File: config.mk
export PLATFORM = sky130hd
export DESIGN_NAME = wb_interconnect_1ton
export DESIGN_NICKNAME = d
export VERILOG_FILES = /design/src/rtl/wb_interconnect_1ton.sv
export SDC_FILE = /design/constraint.sdc
export NUM_CORES = 1
export LEC_CHECK = 0
export BUFFER_PORTS_ARGS = -buffer_cell sky130_fd_sc_hd__buf_2
export CORE_AREA = 2 2 128 130
export DETAILED_ROUTE_END_ITERATION = 7
export DIE_AREA = 0 0 130 132
export PLACE_DENSITY = 0.41
export SLEW_MARGIN = 20
export SYNTH_ARGS = -nofsm -noshare
export SYNTH_HDL_FRONTEND = slang
export SYNTH_SLANG_ARGS = --single-unit
export TNS_END_PERCENT = 30
File: constraint.sdc
create_clock -name clk_i -period 1.3 [get_ports clk_i]
set_input_delay 0.065 -clock clk_i [delete_from_list [all_inputs] [get_ports clk_i]]
set_output_delay 0.065 -clock clk_i [all_outputs]
set_load 0.01 [all_outputs]
File: src/rtl/wb_interconnect_1ton.sv
// Single-master to NUM_SLAVES pipelined Wishbone interconnect: mask/base decode, lowest-index priority,
// one outstanding transaction, internal error slave. Define WB_IC_TIMEOUT_EN to enable the BUSY timeout.
module wb_interconnect_1ton #(
    parameter int unsigned NUM_SLAVES                  = 4,
    parameter int unsigned ADR_W                       = 32,
    parameter int unsigned DAT_W                       = 32,
    parameter logic [NUM_SLAVES*ADR_W-1:0] SLAVE_BASE = '0,
    parameter logic [NUM_SLAVES*ADR_W-1:0] SLAVE_MASK = '0,
    parameter int unsigned TIMEOUT_CYCLES              = 255
) (
    input  logic                        clk_i,
    input  logic                        reset_i,
    input  logic                        m_wb_cyc_i,
    input  logic                        m_wb_stb_i,
    input  logic                        m_wb_we_i,
    input  logic [ADR_W-1:0]            m_wb_adr_i,
    input  logic [DAT_W-1:0]            m_wb_dat_i,
    input  logic [DAT_W/8-1:0]          m_wb_sel_i,
    output logic                        m_wb_stall_o,
    output logic                        m_wb_ack_o,
    output logic                        m_wb_err_o,
    output logic [DAT_W-1:0]            m_wb_dat_o,
    output logic [NUM_SLAVES-1:0]       s_wb_cyc_o,
    output logic [NUM_SLAVES-1:0]       s_wb_stb_o,
    output logic                        s_wb_we_o,
    output logic [ADR_W-1:0]            s_wb_adr_o,
    output logic [DAT_W-1:0]            s_wb_dat_o,
    output logic [DAT_W/8-1:0]          s_wb_sel_o,
    input  logic [NUM_SLAVES-1:0]       s_wb_stall_i,
    input  logic [NUM_SLAVES-1:0]       s_wb_ack_i,
    input  logic [NUM_SLAVES-1:0]       s_wb_err_i,
    input  logic [NUM_SLAVES*DAT_W-1:0] s_wb_dat_i
);

    localparam int unsigned IDX_W = (NUM_SLAVES > 1) ? $clog2(NUM_SLAVES) : 1;

    typedef enum logic [1:0] {
        IDLE = 2'd0,
        BUSY = 2'd1,
        DERR = 2'd2
    } state_t;

    state_t           state, state_nxt;
    logic [IDX_W-1:0] sel_idx, sel_nxt;
    logic [NUM_SLAVES-1:0] hit;
    logic             hit_any;
    logic [IDX_W-1:0] hit_idx;
    logic             tmo_hit;

    // Address decode; iterating downward leaves the lowest matching index
    always_comb begin
        hit     = '0;
        hit_any = 1'b0;
        hit_idx = '0;
        for (int i = NUM_SLAVES - 1; i >= 0; i--) begin
            hit[i] = ((m_wb_adr_i & SLAVE_MASK[i*ADR_W +: ADR_W]) == SLAVE_BASE[i*ADR_W +: ADR_W]);
            if (hit[i]) begin
                hit_any = 1'b1;
                hit_idx = IDX_W'(i);
            end
        end
    end

`ifdef WB_IC_TIMEOUT_EN
    localparam int unsigned CNT_W = $clog2(TIMEOUT_CYCLES);

    logic [CNT_W-1:0] tmo_cnt;

    // Counter is held at zero outside BUSY, so it is clear on every BUSY entry
    always_ff @(posedge clk_i or negedge reset_i) begin
        if (!reset_i) begin
            tmo_cnt <= '0;
        end else if (state == BUSY) begin
            tmo_cnt <= tmo_cnt + CNT_W'(1);
        end else begin
            tmo_cnt <= '0;
        end
    end

    assign tmo_hit = (tmo_cnt == CNT_W'(TIMEOUT_CYCLES - 1));
`else
    logic unused_tmo;
    assign unused_tmo = ^32'(TIMEOUT_CYCLES);
    assign tmo_hit    = 1'b0;
`endif

    always_ff @(posedge clk_i or negedge reset_i) begin
        if (!reset_i) begin
            state   <= IDLE;
            sel_idx <= '0;
        end else begin
            state   <= state_nxt;
            sel_idx <= sel_nxt;
        end
    end

    // Next state and all bus outputs; everything is forced low while reset is asserted
    always_comb begin
        state_nxt    = state;
        sel_nxt      = sel_idx;
        m_wb_stall_o = 1'b0;
        m_wb_ack_o   = 1'b0;
        m_wb_err_o   = 1'b0;
        m_wb_dat_o   = '0;
        s_wb_cyc_o   = '0;
        s_wb_stb_o   = '0;
        s_wb_we_o    = 1'b0;
        s_wb_adr_o   = '0;
        s_wb_dat_o   = '0;
        s_wb_sel_o   = '0;
        if (reset_i) begin
            s_wb_we_o  = m_wb_we_i;
            s_wb_adr_o = m_wb_adr_i;
            s_wb_dat_o = m_wb_dat_i;
            s_wb_sel_o = m_wb_sel_i;
            case (state)
                IDLE: begin
                    if (hit_any) begin
                        s_wb_cyc_o[hit_idx] = m_wb_cyc_i;
                        s_wb_stb_o[hit_idx] = m_wb_cyc_i & m_wb_stb_i;
                        m_wb_stall_o        = s_wb_stall_i[hit_idx];
                        if (m_wb_cyc_i && m_wb_stb_i && !s_wb_stall_i[hit_idx]) begin
                            sel_nxt   = hit_idx;
                            state_nxt = BUSY;
                        end
                    end else if (m_wb_cyc_i && m_wb_stb_i) begin
                        state_nxt = DERR;
                    end
                end
                BUSY: begin
                    m_wb_stall_o        = 1'b1;
                    s_wb_cyc_o[sel_idx] = m_wb_cyc_i;
                    if (s_wb_err_i[sel_idx]) begin
                        m_wb_err_o = 1'b1;
                        state_nxt  = IDLE;
                    end else if (s_wb_ack_i[sel_idx]) begin
                        m_wb_ack_o = 1'b1;
                        m_wb_dat_o = s_wb_dat_i[sel_idx*DAT_W +: DAT_W];
                        state_nxt  = IDLE;
                    end else if (!m_wb_cyc_i) begin
                        state_nxt = IDLE;
                    end else if (tmo_hit) begin
                        s_wb_cyc_o = '0;
                        m_wb_err_o = 1'b1;
                        state_nxt  = IDLE;
                    end
                end
                DERR: begin
                    m_wb_stall_o = 1'b1;
                    m_wb_err_o   = 1'b1;
                    state_nxt    = IDLE;
                end
                default: state_nxt = IDLE;
            endcase
        end
    end

endmodule

Word-level counts from Yosys, hierarchy flattened
Index checks and enable logic that the tools add are counted.

Output and inout port bits: 112. Register bits after elaboration: 2. Word-level logic and storage cells: 39.

Mux-type cells: 26. Reductions and logical operators: 7. Bitwise operators: 1. Equal/unequal tests: 4.

Operators by type and width (number): 2-to-1 mux 32 bit (6); 2-to-1 mux 4 bit (3); 2-to-1 mux 1 bit (10); 2-to-1 mux 2 bit (4); inequality test 4 bit (second input constant) (1); case mux 1 bit (2 select lines) (2); case mux 2 bit (2 select lines) (1); OR reduction 2 bit (2); AND reduction 3 bit (1); == test 2 x 1 -> 1 bit (second input constant) (1); == test 2 bit (second input constant) (1); logical AND 1 bit (2); logical NOT 2 bit (1); inequality test 2 bit (second input constant) (1); AND 1 bit (1); logical NOT 1 bit (1).

Depth between registers and ports, before layout
Gate-level depths: netlist of the first run.

Word-level depth: 4. Depth in mapped cells: 3. Mapped depth without buffers: 2.

Least setup slack after synthesis of the first run
Ideal clock, no wire load.

Kind: register to output. Start point: register state[0]. End point: output m_wb_dat_o[22]. Arrival time: 951 ps. Slack: 284 ps. Stages on the path, launching flop included: 4. Cells stage by stage: dfrtp_1 > and4b_4 > buf_6 > and2_1.

Cells in the longest elaborated chain, start to end: 3.

Ends and longest elaborated chain: start: declaration (RTL line 43) `state_t state, state_nxt;`; start signal: assignment (RTL line 92) `state <= state_nxt;`; == test 2 x 1 -> 1 bit (RTL line 116) `case (state)`; 2-to-1 mux 32 bit (RTL line 116); 2-to-1 mux 32 bit (RTL line 111) `if (reset_i) begin`; end: declaration (RTL line 22) `output logic [DAT_W-1:0] m_wb_dat_o,`.

No other way between the ends.

Final worst setup path of the first run
Start point: register state[0]. End point: output m_wb_dat_o[14].

Same word-level chain as after synthesis.

==> summary by stage, run 1 <==
Power
The internal portion of the total power is 0.000304 W. Of the total power, the share spent switching nets is 0.421. Power spread over the standard cell area amounts to ~250 nW/um^2. Summed over all cells, the static leakage comes to 1.32 nW. The clock power share is 0. For this design the total switching power over the nets is around 0.00022 W. The part of the power in registers is 0.068. The logic gate share of total power is 0.932. Across the VDD grid, the largest voltage drop is 119 uV.

Floorplanning
The die is 130 um wide. The area of the placeable core is 15700 um^2. In this run the count of I/O pins placed on the die edge is 325.

The die is ~130 um tall. The initial core utilization is 0.0541. The floorplan step defined a die boundary enclosing 17200 um^2. The initialized floorplan defines 46 standard-cell rows.

STA
The final count of negative-setup-slack endpoints is 0. The final number of hold-violating endpoints came to 0. The final total negative setup slack is 0 ns. The post-route clock skew is 0 ns. The final count of pins violating max slew is 0. Setup repair after global routing left no endpoint under its margin.

The share of the cycle needed by the critical path after routing is 0.918. The worst path in the final design needs a cycle of about 1.2 ns, including I/O delays and setup. The achievable frequency is 0.838 GHz.

Setup path
In this run the critical register-to-register path is captured at state[0]. Following the worst setup path forward leads to its endpoint at m_wb_dat_o[14]. The data arrival at the endpoint of the critical path is 1.13 ns. The launching element of the worst setup path is state[0]. STA classifies the critical path endpoint as an output port. STA puts the critical path data required time at 1.24 ns. The critical register-to-register path startpoint is state[0]. Counting cells, the worst reg-to-reg path comes to 3. The critical path is of the reg -> out type. The worst setup path is launched from a flop.

The setup slack of the worst register-to-register path is 0.22 ns. The highest net fanout along the worst path is 33.

Detailed routing
Dividing the detail-routed via count by the number of cells gives 2.82. The routed design has 4910 um of wire. The overall via count from detail_route is around 1.5k. After the first detailed-routing iteration, the DRC count stood at 34. In the final routed layout, each cell accounts on average for 8.95 um. The number of remaining DRC errors is 0. The first TritonRoute pass finished after 3 iterations.

In this run the remaining antenna-violating nets after routing total 0.

Place
The final estimated routing congestion in global placement is 0.732. The placed instances occupy a cell area of around 2100 um^2. Summed over all nets, the half-perimeter wirelength after detailed placement is 4440 um. Buffers placed on the I/O ports in this run total roughly 210.

Synthesis
After synthesis the cells add up to 851 um^2. The largest area contributor in the netlist is and2_1. Yosys attributes the largest share of cell area to and2_1, buf_4, buf_6. The number of enable-type register cells in the synthesized netlist is 0. The number of register bits inferred by synthesis is 1. In this run, distinct cell masters in the synthesized netlist total 15. A synthesized cell averages between 6 and 7 um^2.

The area share of the leading cell type in the synthesized netlist is 0.750. The most used flip-flop cell after synthesis is dfrtp_1. The most frequent cell after synthesis is and2_1. For this run, the register share of the synthesized area comes to 0.0294.

Synthesis handed over a netlist of 129 instances. Counting flops with an async set or reset pin after synthesis yields a share of 1.00. The count of warnings emitted by yosys is 0.

Counting instances in the post-synthesis netlist gives the leading cell types as and2_1, clkbuf_1, buf_4.

Finish
The layout has 1830 filler cells. The sequential standard cell area is 25.0 um^2. In the final layout, the multi-input gates occupy roughly 730 um^2. The final net count is 547. The post-route standard cell area excluding fillers is 2120 um^2. The proportion of layout cells with a drive suffix above 1 is 0.651.

The repair_antennas step left the layout with diodes totalling 0. The flip-flop count of the largest register after layout is 1. The largest registers in the layout are state x1. Compared with the post-synthesis result, the final layout area differs by 150%. Measured on the finished design, the core utilization comes to 0.135. More flip-flops sit in one register than any other, and that register is state.

GRT
The pin count of the biggest net entering global routing is 76. In the global route stage, overall resource usage came out at 0.0475. The wire length of the first global-routing pass is ~6500 um. The via count of the first global-routing pass was 1387. The number of antenna violations at the first check in global routing is 0.

The total overflow reported by the global router is 0.

Outcome
The flow ran to the end, and the final reports show no timing, DRC or antenna violations.

CTS
Buffers inserted to repair hold after CTS numbered 0. The insertion delay of the later-clocked pin in the worst-skew pair is 0 ns. After clock tree synthesis, the repair step resized 0 gates. The clock edge transition at the registers on the reported setup and hold paths is 0 ns. Post-CTS timing repair inserted 0 buffers for setup.

Hold path
The min-delay analysis places its worst path in the category in -> async.

Flow run
Max-cap violations in this run came to 0.
## routing by layer
layer | wire, um | GRT usage | vias to the layer above
met5 | 0 | 0 | -
met4 | 0 | 0 | 0
met3 | 516 | 0.00203 | 0
met2 | 2550 | 0.106 | 142
met1 | 1840 | 0.0486 | 624
li1 | - | - | 781
## logic make-up (layout without fill, tap and decap cells)
| logic type | Yosys count | after routing | share of synthesized area |
|---|---|---|---|
| simple gates | 108 | 108 | 0.818 |
| buf+inv | 17 | 215 | 0.129 |
| compound gates | 2 | 2 | 0.0191 |
| other cells | 1 | 6 | 0.00441 |
| flops | 1 | 1 | 0.0294 |
## critical path: stages (launching register included)
cell and delay [ns]:
dfrtp_1 0.33, and4b_4 0.43, and2_1 0.21, buf_2 0.14
## how the worst min path moves through the flow
| stage | slack [ns] | from | endpoint | cells after the start |
|---|---|---|---|---|
| detailed placement | 0.1 | reset_i | state[0] | 2 |
| finish | 0.08 | reset_i | state[0] | 2 |
| CTS | 0.09 | reset_i | state[0] | 2 |
| global route | 0.11 | reset_i | state[0] | 2 |
| floorplan | -0.23 | reset_i | state[0] | 0 |
| global placement | 0.09 | reset_i | state[0] | 2 |
## per-stage QoR
stage | instances | hold slack [ns] | worst slack, ns | power [W]
after detailed placement | 548 | 0.0964 | 0.0829 | 0.000534
after CTS | 548 | 0.0944 | 0.0829 | 0.000535
after floorplan | 134 | -0.231 | 0.284 | 0.000254
after global placement | 548 | 0.0932 | 0.0605 | 0.000537
final | 548 | 0.0836 | 0.107 | 0.000525
after global routing | 548 | 0.110 | 0.0161 | 0.000576
## area by class of cell
type / instances / share of cell area
timing repair buffer: 215 / 0.515
multi-input combinational: 116 / 0.346
sequential: 1 / 0.0118
tap: 216 / 0.127
## power groups by stage
| stage | registers, W | logic [W] | clock network, W |
|---|---|---|---|
| after CTS | 0.0000358 | 0.000500 | 0 |
| final | 0.0000358 | 0.000489 | 0 |
| after floorplan | 0.0000368 | 0.000217 | 0 |
| after global placement | 0.0000359 | 0.000501 | 0 |
| after detailed placement | 0.0000358 | 0.000499 | 0 |
| after global routing | 0.0000364 | 0.000539 | 0 |
## cells in the final DEF (no fill, tap or decap), drive strengths merged
cell	n
and4bb	1
buf	215
nor4bb	1
conb	6
dfrtp	1
o21a	1
and4b	1
nor2b	1
a211o	1
and2	102
and3	1
and3b	1
(Power assumes the default switching activity.)
==> inputs of run 2 (changes only) <==
- CAP_MARGIN: unset -> 20
- REMOVE_ABC_BUFFERS: unset -> 1
==> summary by stage, run 2 (same netlist as run 1, synthesis figures left out) <==
Outcome
The run finished with clean final reports.

Finish
The largest registers in the layout are state x1. The flip-flop count of the largest register after layout is 1 (unchanged). The filler cell count in the final layout is 1848 (+0.98%). The proportion of layout cells with a drive suffix above 1 is 0.652 (+0.00105).

The synthesis-to-layout area growth is 151%. In the layout the commonest cells are buf_2, and2_1, conb_1. The largest register by flop count is state. The final net count is 548 (+0.18%). The library cell used most frequently in the layout, excluding fill and tap cells, is buf_2.

Power
The internal power summed over all cells is 0.000306 W (+0.66%). The switching portion of total power was 0.422 (+0.000981). The part of the power in registers came to 0.067 (about the same). The leakage component of the power is 1.33 nW (+0.36%).

The logic gate share of total power is 0.933 (about the same). The clock power share is 0 (unchanged). The switching power summed over all nets was 0.000223 W (+1.1%). The maximum vdd ir drop is 108 uV (-8.8%). The ratio of total power to cell area is 248 nW/um^2 (+0.35%).

CTS
The number of hold buffers added after cts is 0 (unchanged). The insertion delay of the later-clocked pin in the worst-skew pair came to 0 ns (unchanged). The count of instances resized after the clock tree is built is 0 (unchanged).

The number of buffers inserted by post-CTS setup repair is 0 (unchanged). The clock edge transition at the registers on the reported setup and hold paths was 0 ns (unchanged).

Setup path
The kind of end point of the critical path is an output port. The required arrival time at the worst endpoint is 1.24 ns (about the same). The worst setup path is launched from a flop. The data arrival at the endpoint of the critical path is 1.09 ns (-0.04 ns). By startpoint and endpoint, the worst setup path is classified as reg -> out. The highest net fanout along the worst path is 33 (unchanged). Traced cell by cell, the critical path runs through and4b_4 > and2_1 > buf_2. The slowest stage of the critical path is the and4b_4 cell. The delay of the slowest critical-path stage is 0.43 ns (about the same).

Detailed routing
The detailed router's first-iteration violation count was 5 (-85%). The average via count per standard cell is 2.85 (+0.92%). The number of detailed-route iterations in the first pass is 3 (unchanged). The post-detailed-routing wire length is 4980 um (+1.5%). The number of nets with antenna violations after routing was 0 (unchanged).

The number of remaining DRC errors is 0 (unchanged). The final routed wire length divided by cell count is 9.05 um (+1.1%). The overall via count from detail_route is 1567 (+1.3%).

GRT
The layer with the highest usage is met2. The global-route usage over all layers is 0.0466 (-0.000833). The via count of the first global-routing pass was 1226 (-12%). The pin count of the biggest net entering global routing is 52 (-32%). The total overflow reported by the global router was 0 (unchanged).

The met2 track demand over resource is 0.0974 (-0.00902). The number of antenna violations at the first check in global routing is 3 (+3). The global-route met3 utilization is 0.0166 (+0.0146). The wire length of the first global-routing pass is 6310 um (-3.6%).

The global-route track usage on met1 was 0.0449 (-0.00366).

Place
The number of buffers added on ports is 213 (unchanged). The HPWL after detailed placement is 4560 um (+2.7%). The worst slack at placement came to 0.108 ns (+0.0249 ns).

The final estimated routing congestion in global placement is 0.653 (-11%).

Floorplanning
The area of the placeable core came to 15700 um^2 (unchanged). The initial core utilization is 0.0541 (unchanged). The horizontal die dimension is 130 um (unchanged).

The number of placement rows came to 46 (unchanged). The I/O pin count is 325 (unchanged). The die height is 132 um (unchanged). The total die area is 17200 um^2 (unchanged).

STA
The post-layout worst setup margin is 0.145 ns (+0.0384 ns). The final count of pins violating max slew is 0 (unchanged). Setup repair after global routing left no endpoint under its margin.

The final total negative setup slack came to 0 ns (unchanged). The final count of negative-setup-slack endpoints came to 0 (unchanged). The final number of hold-violating endpoints is 0 (unchanged). The share of the cycle needed by the critical path after routing is 0.888 (-0.0295).

The achievable frequency was 0.866 GHz (+3.3%). The post-route clock skew is 0 ns (unchanged). The final critical-path required period came to 1.15 ns (-0.0384 ns). The final-layout worst hold slack came to 0.0551 ns (-0.0285 ns).

Hold path
The tightest min-delay check is of the in -> async type.

Flow run
The number of max-cap violations is 0 (unchanged).
[run 2: cell types whose count changed in the layout (fill, tap and decap cells not counted)]
cell / previous run / this run
buf_4: 1 / 2
diode_2: 0 / 1
[run 2: final cells by class]
type / count / area (um^2) / area share
Tap cell: 216 / 270 / 0.127
Sequential cell: 1 / 25.0 / 0.0117
Multi-Input combinational cell: 116 / 734 / 0.344
Timing Repair Buffer: 216 / 1100 / 0.516
Antenna cell: 1 / 2.50 / 0.00117
[run 2: layer usage]
layer | routed length, um | up-vias
met5 | 16 | -
met4 | 2 | 2
met3 | 784 | 2
met2 | 2430 | 154
met1 | 1740 | 625
li1 | - | 784
[run 2: final timing paths]
check                      slack [ns]  cells after the start              to      startpoint
max in group asynchronous        1.13                      2        state[0]         reset_i
max                              0.15                      3   m_wb_dat_o[1]        state[0]
min                              0.06                      2        state[0]         reset_i
min in group clk_i               0.41                      3  m_wb_dat_o[10]  s_wb_dat_i[10]
max reg2reg                      0.27                      3        state[0]        state[0]
min reg2reg                      0.71                      3        state[0]        state[0]
[run 2: power groups by stage]
stage,combinational [W],clock (W),sequential (W)
after floorplan,0.000180,0,0.0000368
after global placement,0.000506,0,0.0000358
after detailed placement,0.000505,0,0.0000356
after CTS,0.000506,0,0.0000356
after global routing,0.000550,0,0.0000357
final,0.000494,0.000000000103,0.0000355
[run 2: metrics by stage]
step / cells / cell area (um^2) / util / power (W)
after floorplan: 117 / 759 / - / 0.000217
after global placement: 549 / 2130 / 0.136 / 0.000542
after detailed placement: 549 / 2130 / 0.136 / 0.000540
after CTS: 549 / 2130 / 0.136 / 0.000542
after global routing: 549 / 2130 / 0.136 / 0.000585
final: 550 / 2130 / 0.136 / 0.000529
[run 2: critical path, delay by kind of cell (launching register included)]
kind | cells | cell delay [ns]
buf+inv | 1 | 0.13
flops | 1 | 0.32
simple gates | 2 | 0.63
